### src/rtl/ram_arb_pkg.sv
// Shared types and constants for the single-port RAM arbiter.
package ram_arb_pkg;

  localparam int unsigned ADDR_W_DEF = 15;
  localparam int unsigned DATA_W     = 32;
  localparam int unsigned BE_W       = DATA_W / 8;

  typedef enum logic [1:0] {
    StIdle,
    StAck,
    StRmw
  } state_e;

endpackage

### src/rtl/byte_merge.sv
// Combinational byte merge: enabled bytes come from the new word, the rest from the old word.
module byte_merge
  import ram_arb_pkg::*;
(
  input  logic [DATA_W-1:0] i_old,
  input  logic [DATA_W-1:0] i_new,
  input  logic [BE_W-1:0]   i_be,
  output logic [DATA_W-1:0] o_merged
);

  // Replace each enabled byte lane
  always_comb begin
    o_merged = i_old;
    for (int i = 0; i < BE_W; i++) begin
      if (i_be[i]) begin
        o_merged[8*i +: 8] = i_new[8*i +: 8];
      end
    end
  end

endmodule

### src/rtl/ram_arbiter.sv
// Round-robin arbiter between an instruction-fetch port (A, read-only) and a data port (B)
// sharing one 32-bit single-port RAM with registered read data. Partial B writes are done
// as read-modify-write.
module ram_arbiter
  import ram_arb_pkg::*;
#(
  parameter int unsigned ADDR_W = ADDR_W_DEF
) (
  input  logic              clk,
  input  logic              rst,
  input  logic              a_req,
  input  logic [ADDR_W-1:0] a_addr,
  output logic              a_done,
  output logic [DATA_W-1:0] a_rdata,
  input  logic              b_req,
  input  logic [ADDR_W-1:0] b_addr,
  input  logic              b_we,
  input  logic [BE_W-1:0]   b_be,
  input  logic [DATA_W-1:0] b_wdata,
  output logic              b_done,
  output logic [DATA_W-1:0] b_rdata,
  output logic [ADDR_W-1:0] ram_addr,
  output logic [DATA_W-1:0] ram_din,
  output logic              ram_we,
  input  logic [DATA_W-1:0] ram_dout
);

  state_e              r_state;
  state_e              w_state_next;
  logic                r_last_b;   // last grant went to B
  logic                r_gnt_b;    // operation in flight belongs to B
  logic                w_any_req;
  logic                w_pick_b;
  logic                w_b_full;
  logic                w_b_part;
  logic                w_b_wr;
  logic [DATA_W-1:0]   w_merged;

  assign w_any_req = a_req | b_req;
  assign w_pick_b  = (a_req & b_req) ? ~r_last_b : b_req;
  assign w_b_full  = b_we & (b_be == 4'b1111);
  assign w_b_part  = b_we & (b_be != 4'b0000) & (b_be != 4'b1111);
  // be=0000 behaves as a read, so it is not a write completion
  assign w_b_wr    = b_we & (b_be != 4'b0000);

  byte_merge u_byte_merge (
    .i_old    (ram_dout),
    .i_new    (b_wdata),
    .i_be     (b_be),
    .o_merged (w_merged)
  );

  // State register and grant bookkeeping
  always_ff @(posedge clk) begin
    if (rst) begin
      r_state  <= StIdle;
      r_last_b <= 1'b1;
      r_gnt_b  <= 1'b0;
    end else begin
      r_state <= w_state_next;
      if (r_state == StIdle && w_any_req) begin
        r_last_b <= w_pick_b;
        r_gnt_b  <= w_pick_b;
      end
    end
  end

  // Next-state logic
  always_comb begin
    w_state_next = r_state;
    unique case (r_state)
      StIdle: begin
        if (w_any_req) begin
          w_state_next = (w_pick_b && w_b_part) ? StRmw : StAck;
        end
      end
      StRmw:   w_state_next = StAck;
      StAck:   w_state_next = StIdle;
      default: w_state_next = StIdle;
    endcase
  end

  // Output decode; reset forces every output low, including a pending RMW write
  always_comb begin
    ram_addr = '0;
    ram_din  = '0;
    ram_we   = 1'b0;
    a_done   = 1'b0;
    a_rdata  = '0;
    b_done   = 1'b0;
    b_rdata  = '0;
    if (!rst) begin
      unique case (r_state)
        StIdle: begin
          if (w_any_req) begin
            ram_addr = w_pick_b ? b_addr : a_addr;
            if (w_pick_b && w_b_full) begin
              ram_we  = 1'b1;
              ram_din = b_wdata;
            end
          end
        end
        StRmw: begin
          ram_addr = b_addr;
          ram_din  = w_merged;
          ram_we   = 1'b1;
        end
        StAck: begin
          if (r_gnt_b) begin
            b_done  = 1'b1;
            b_rdata = w_b_wr ? '0 : ram_dout;
          end else begin
            a_done  = 1'b1;
            a_rdata = ram_dout;
          end
        end
        default: ;
      endcase
    end
  end

endmodule

### config.mk
export PLATFORM = sky130hd
export DESIGN_NAME = ram_arbiter
export DESIGN_NICKNAME = d
export VERILOG_FILES = /design/src/rtl/ram_arb_pkg.sv /design/src/rtl/byte_merge.sv /design/src/rtl/ram_arbiter.sv
export SDC_FILE = /design/constraint.sdc
export NUM_CORES = 1
export LEC_CHECK = 0
export ABC_AREA = 1
export CELL_PAD_IN_SITES_DETAIL_PLACEMENT = 1
export CELL_PAD_IN_SITES_GLOBAL_PLACEMENT = 1
export CORE_AREA = 5 5 82 84
export DETAILED_ROUTE_END_ITERATION = 8
export DIE_AREA = 0 0 87 89
export DONT_BUFFER_PORTS = 1
export GPL_ROUTABILITY_DRIVEN = 0
export PLACE_DENSITY = 0.73
export SYNTH_ARGS = -nofsm -noshare
export SYNTH_HDL_FRONTEND = slang
export SYNTH_SLANG_ARGS = --single-unit
### constraint.sdc
create_clock -name clk -period 4.9 [get_ports clk]
set_input_delay 1.47 -clock clk [delete_from_list [all_inputs] [get_ports clk]]
set_output_delay 1.47 -clock clk [all_outputs]
set_load 0.01 [all_outputs]
==> After elaboration in Yosys (flattened, before gate mapping) <==
Cells that the tools add are included.
{ "word_totals": {"reg_bits": 4, "latchBits": 0, "ramBits": 0, "mem_bits_ro": 0, "inputBits": 103, "out_inout_bits": 114, "word_cells": 52, "n_memories": 0} }
{ "op_classes": {"n_addsub": 0, "mul": 0, "div_mod_pow": 0, "n_lt_le_gt_ge": 0, "n_eq_ne": 5, "shift": 0, "muxes": 33, "bitwise_logic": 6, "reduce_logical": 5} }
{ "ops": {"columns": ["operator", "n"], "rows": [
  ["$mux 32", 10],
  ["$pmux 32 s2", 1],
  ["$mux 15", 3],
  ["$mux 8", 4],
  ["$pmux 15 s2", 1],
  ["$mux 1", 10],
  ["$and 1x1->1", 4],
  ["$eq 4x4->1 const B", 1],
  ["$mux 2", 2],
  ["$ne 4x4->1 const B", 1],
  ["$pmux 2 s2", 1],
  ["$reduce_bool 4->1", 1],
  ["$logic_and 1x1->1", 3],
  ["$eq 2x1->1 const B", 1],
  ["$eq 2x2->1 const B", 1],
  ["$logic_not 2->1", 1],
  ["$ne 2x2->1 const B", 1],
  ["$pmux 1 s2", 1],
  ["$not 1->1", 1],
  ["$or 1x1->1", 1]
]} }

==> Longest topological paths before layout <==
Gate-level depths: netlist of run 1.
{ "depth": {"word_depth": 7, "depth_mapped": 7, "mapped_depth_nobuf": 6} }

==> By module <==
From an unflattened synthesis of run 1, not the netlist that was laid out.
{ "unflattened": {"hier_cells": 419, "area_unflattened_um2": 2394.8} }
{ "modules_own_cells": {"columns": ["module", "n_inst", "cells_per_inst", "area_each_um2", "seq_area_each_um2"], "rows": [
  ["ram_arbiter", 1, 315, 1974.4, 80.1],
  ["byte_merge", 1, 104, 420.4, 0.0]
]} }

==> Worst setup path after synthesis of run 1 <==
Ideal clock, no wire load.
{ "synth_timing": {"path_type": "input to output", "startpoint": "input a_req", "endpoint": "output ram_addr[10]", "arrival_time_ps": 2294, "t_required_ps": 3430, "slack_ps": 1136, "cell_stages": 7, "n_path_buf": 1, "path_cell_list": "nand2_1 nand2_2 inv_1 nor2_4 buf_6 nand2_1 a21oi_1"} }
{ "synth_between": {"elab_chain_cells": 6, "word_cells_on_any_way": 7, "classes_between": "5 x mux; 2 x bitwise"} }
{ "synth_lines": {"columns": ["element", "line_no", "rtl"], "rows": [
  ["start, declared", "ram_arbiter.sv:11", "input logic a_req,"],
  ["$and 1x1->1", "ram_arbiter.sv:40", "assign w_pick_b = (a_req & b_req) ? ~r_last_b : b_req;"],
  ["$mux 1", "ram_arbiter.sv:40", null],
  ["$mux 15", "ram_arbiter.sv:96", "ram_addr = w_pick_b ? b_addr : a_addr;"],
  ["$mux 15 *", "ram_arbiter.sv:95", "if (w_any_req) begin"],
  ["$pmux 15 s2 *", "ram_arbiter.sv:93", "unique case (r_state)"],
  ["$mux 15 *", "ram_arbiter.sv:92", "if (!rst) begin"],
  ["end, declared", "ram_arbiter.sv:22", "output logic [ADDR_W-1:0] ram_addr,"]
]} }
Every way passes the cells marked *; elsewhere a longest branch is shown, timed or not.

==> Final worst setup path of run 1 <==
{ "layout_timing": {"startpoint": "input a_req", "endpoint": "output ram_din[8]"} }
{ "layout_between": {"elab_chain_cells": 7, "word_cells_on_any_way": 8, "classes_between": "5 x mux; 2 x bitwise; 1 x reduce/logical"} }
{ "layout_lines": {"columns": ["element", "line_no", "rtl"], "rows": [
  ["$and 1x1->1", "ram_arbiter.sv:40", null],
  ["$mux 1", "ram_arbiter.sv:40", null],
  ["$logic_and 1x1->1", "ram_arbiter.sv:97", "if (w_pick_b && w_b_full) begin"],
  ["$mux 32", "ram_arbiter.sv:97", null],
  ["$mux 32 *", "ram_arbiter.sv:95", null],
  ["$pmux 32 s2 *", "ram_arbiter.sv:93", null],
  ["$mux 32 *", "ram_arbiter.sv:92", null],
  ["end, declared", "ram_arbiter.sv:23", "output logic [DATA_W-1:0] ram_din,"]
]} }
Marked as above.

==> flow_metrics.py, run 1 <==
metrics = {
    "run_status": {
        "outcome": "finished, final reports clean",
    },
    "detailed_routing": {
        "antenna_left": 0,
        "drt_iter0_drc": 55,
        "wl_per_cell_um": 19.7,
        "vias": 2397,
        "drc": 0,
        "wl_um": 8040,
        "viasPerCell": 5.89,
        "first_pass_iters": 4,
    },
    "synth": {
        "synth_area_leaders": "nor3_2, nand2_1, a21oi_1, o211ai_1, inv_1",
        "synth.top_cell.area_share_pct": 14.7,
        "synth_most_common_cell": "nand2_1",
        "netlist.top_cell.by_area": "nor3_2",
        "synth_top_flop_cell": "dfxtp_1",
        "synthCells": 353,
        "yosysWarnings": 0,
        "yosysSeqAreaShare_pct": 4.06,
        "synth_edf_count": 0,
        "synth_nets": 456,
        "async_flop_share_pct": 0,
        "synth_area_per_cell_um2": 5.58,
        "ys_ff_latch": 4,
        "syn_area_mm2": 0.00197,
        "ys_types": 24,
        "yosys-top-cells-count": "nand2_1, a21oi_1, inv_1",
    },
    "critical_path": {
        "rr_endpoint": "r_gnt_b$_SDFFE_PP0P_",
        "setup.worst_path.start_class": "input pin",
        "end_kind": "output port",
        "crit_type": "in2out",
        "timing.reg2reg.setup_slack_ns": 3.58,
        "endpoint": "ram_din[8]",
        "crit_start": "a_req",
        "cp.required_ns": 3.43,
        "cp.arrival_ns": 2.71,
        "cp_max_fo": 17,
        "worstRegToRegCells": 5,
        "r2r-start": "r_state[1]$_SDFFE_PP0P_",
    },
    "grt": {
        "gr-usage-met2_pct": 36.2,
        "use_met3_pct": 4.33,
        "grt_busiest_layer": "met2",
        "grt_usage_pct": 18.6,
        "overflow": 0,
        "grt_pass1_vias": 2393,
        "antenna_found_initial": 0,
        "use_met1_pct": 20.1,
        "grt_start_max_net_pins": 51,
        "grt_first_pass_wirelength_um": 11800,
    },
    "sta": {
        "clock.fmax_mhz": 239,
        "hold_viol": 0,
        "finClkSkew_ns": 0.00352,
        "finalCriticalPeriod_ns": 4.18,
        "tightest_slew_ns": 0.788,
        "relSlewSlack_pct": 47.4,
        "rsz0062_at_grt": "false",
        "worst_slack_ns": 0.724,
        "setup_viol": 0,
        "min_period_over_period_pct": 85.2,
        "fin_tns_setup_ns": 0,
        "slew_violations": 0,
    },
    "pwr": {
        "peakVddDrop_v": 0.0000683,
        "p_leak_nw": 0.712,
        "power_density_mw_per_mm2": 122,
        "p_total_w": 0.000242,
    },
    "clocking": {
        "insertion_delay_ns": 0.22,
        "hold_buffers": 0,
        "clk_pin_slew_ns": 0.03,
        "numClockSinks": 4,
        "cts_buffers": 3,
        "root_buffer": "clkbuf_8",
        "clk_path_buf_depth": 2,
        "htree_levels": 1,
        "cts_resized": 0,
        "post_cts_buffers": 0,
        "cts_tree": "done",
    },
    "floorplan": {
        "core-area_mm2": 0.00585,
        "start_util_pct": 33.7,
        "die_x_um": 87,
        "die_h_um": 89,
        "rows": 28,
        "io_pins": 217,
        "fp.dieArea_mm2": 0.00774,
    },
    "place": {
        "portBuffers": 0,
        "dp_hpwl_um": 6290,
        "dp_slack_ns": 0.746,
    },
    "cells_and_area": {
        "n_fill_cell": 821,
        "regArea_um2": 80.1,
        "diodes": 0,
        "drive_gt1_share_pct": 15.1,
        "synthToLayoutAreaGrowth_pct": 0.254,
        "finalNetCount": 437,
        "multi_input_area_mm2": 0.00151,
    },
    "hold_path": {
        "worst_hold_path_type": "reg2reg",
    },
    "flow_run": {
        "cap_violations": 0,
    },
}
layout make-up:
class                   instances  share of cell area [%]
clock buffers                   3                    2.09
inverters                      50                    9.63
multi-input cells             269                    76.6
flip-flops and latches          4                    4.05
well taps                      75                    4.75
repair buffers                  6                    2.91
through the flow:
stage	area [um^2]	utilization (%)	instances	hold WS [ns]
floorplan	1970	-	353	0.442
global placement	1930	33.1	404	0.474
detailed placement	1930	33.1	404	0.467
CTS	1980	33.8	407	0.478
global route	1980	33.8	407	0.521
finish	1980	33.8	407	0.472
sequential cells by signal, summed over array words and instances, names as in the netlist:
name and count:
r_last_b 1, r_state 2, r_gnt_b 1
metal layers:
metal | up-vias | wire, um
li1 | 1129 | -
met1 | 1114 | 3020
met2 | 145 | 4140
met3 | 9 | 797
met4 | 0 | 83
met5 | - | 0
worst min path at each step:
stage / cells after the start / startpoint / slack [ns] / to
6_report: 2 / r_last_b$_SDFFE_PP1P_ / 0.47 / r_last_b$_SDFFE_PP1P_
4_1_cts: 2 / r_last_b$_SDFFE_PP1P_ / 0.48 / r_last_b$_SDFFE_PP1P_
3_5_place_dp: 2 / r_last_b$_SDFFE_PP1P_ / 0.47 / r_last_b$_SDFFE_PP1P_
5_1_grt: 2 / r_last_b$_SDFFE_PP1P_ / 0.52 / r_last_b$_SDFFE_PP1P_
3_3_place_gp: 2 / r_last_b$_SDFFE_PP1P_ / 0.47 / r_last_b$_SDFFE_PP1P_
2_1_floorplan: 2 / r_last_b$_SDFFE_PP1P_ / 0.44 / r_last_b$_SDFFE_PP1P_
power breakdown:
group	total (W)	internal, W	switching (W)	leakage [nW]
Combinational	0.000132	0.0000313	0.000101	0.657
Sequential	0.0000393	0.0000355	0.00000376	0.0330
Clock	0.0000706	0.0000524	0.0000182	0.0216
layout by cell type (no fill, tap or decap), drive strengths merged:
master	instances
a21oi	52
clkbuf	3
nor2	41
clkinv	1
nor3	35
dfxtp	4
o21ai	1
buf	6
inv	49
nand3	35
nand2	73
o211ai	32
critical path, cell delays in order:
cell     delay, ns
nand2_1       0.06
nand2_2       0.11
nor2_4        0.36
buf_4         0.31
nand3_1       0.11
a21oi_1       0.29
cell families after synthesis:
family          Yosys count  synth area share, %
flops                     4                 4.06
simple gates            184                 50.0
compound gates           85                 26.4
buf+inv                  80                 19.6
Note: power is estimated with default switching activity, not from simulation.
==> inputs of run 2 (changes only) <==
Settings changed: SKIP_CTS_REPAIR_TIMING set to 1.
==> results of run 2 <==
Final layout, timing and power as in run 1 (identical DEF).
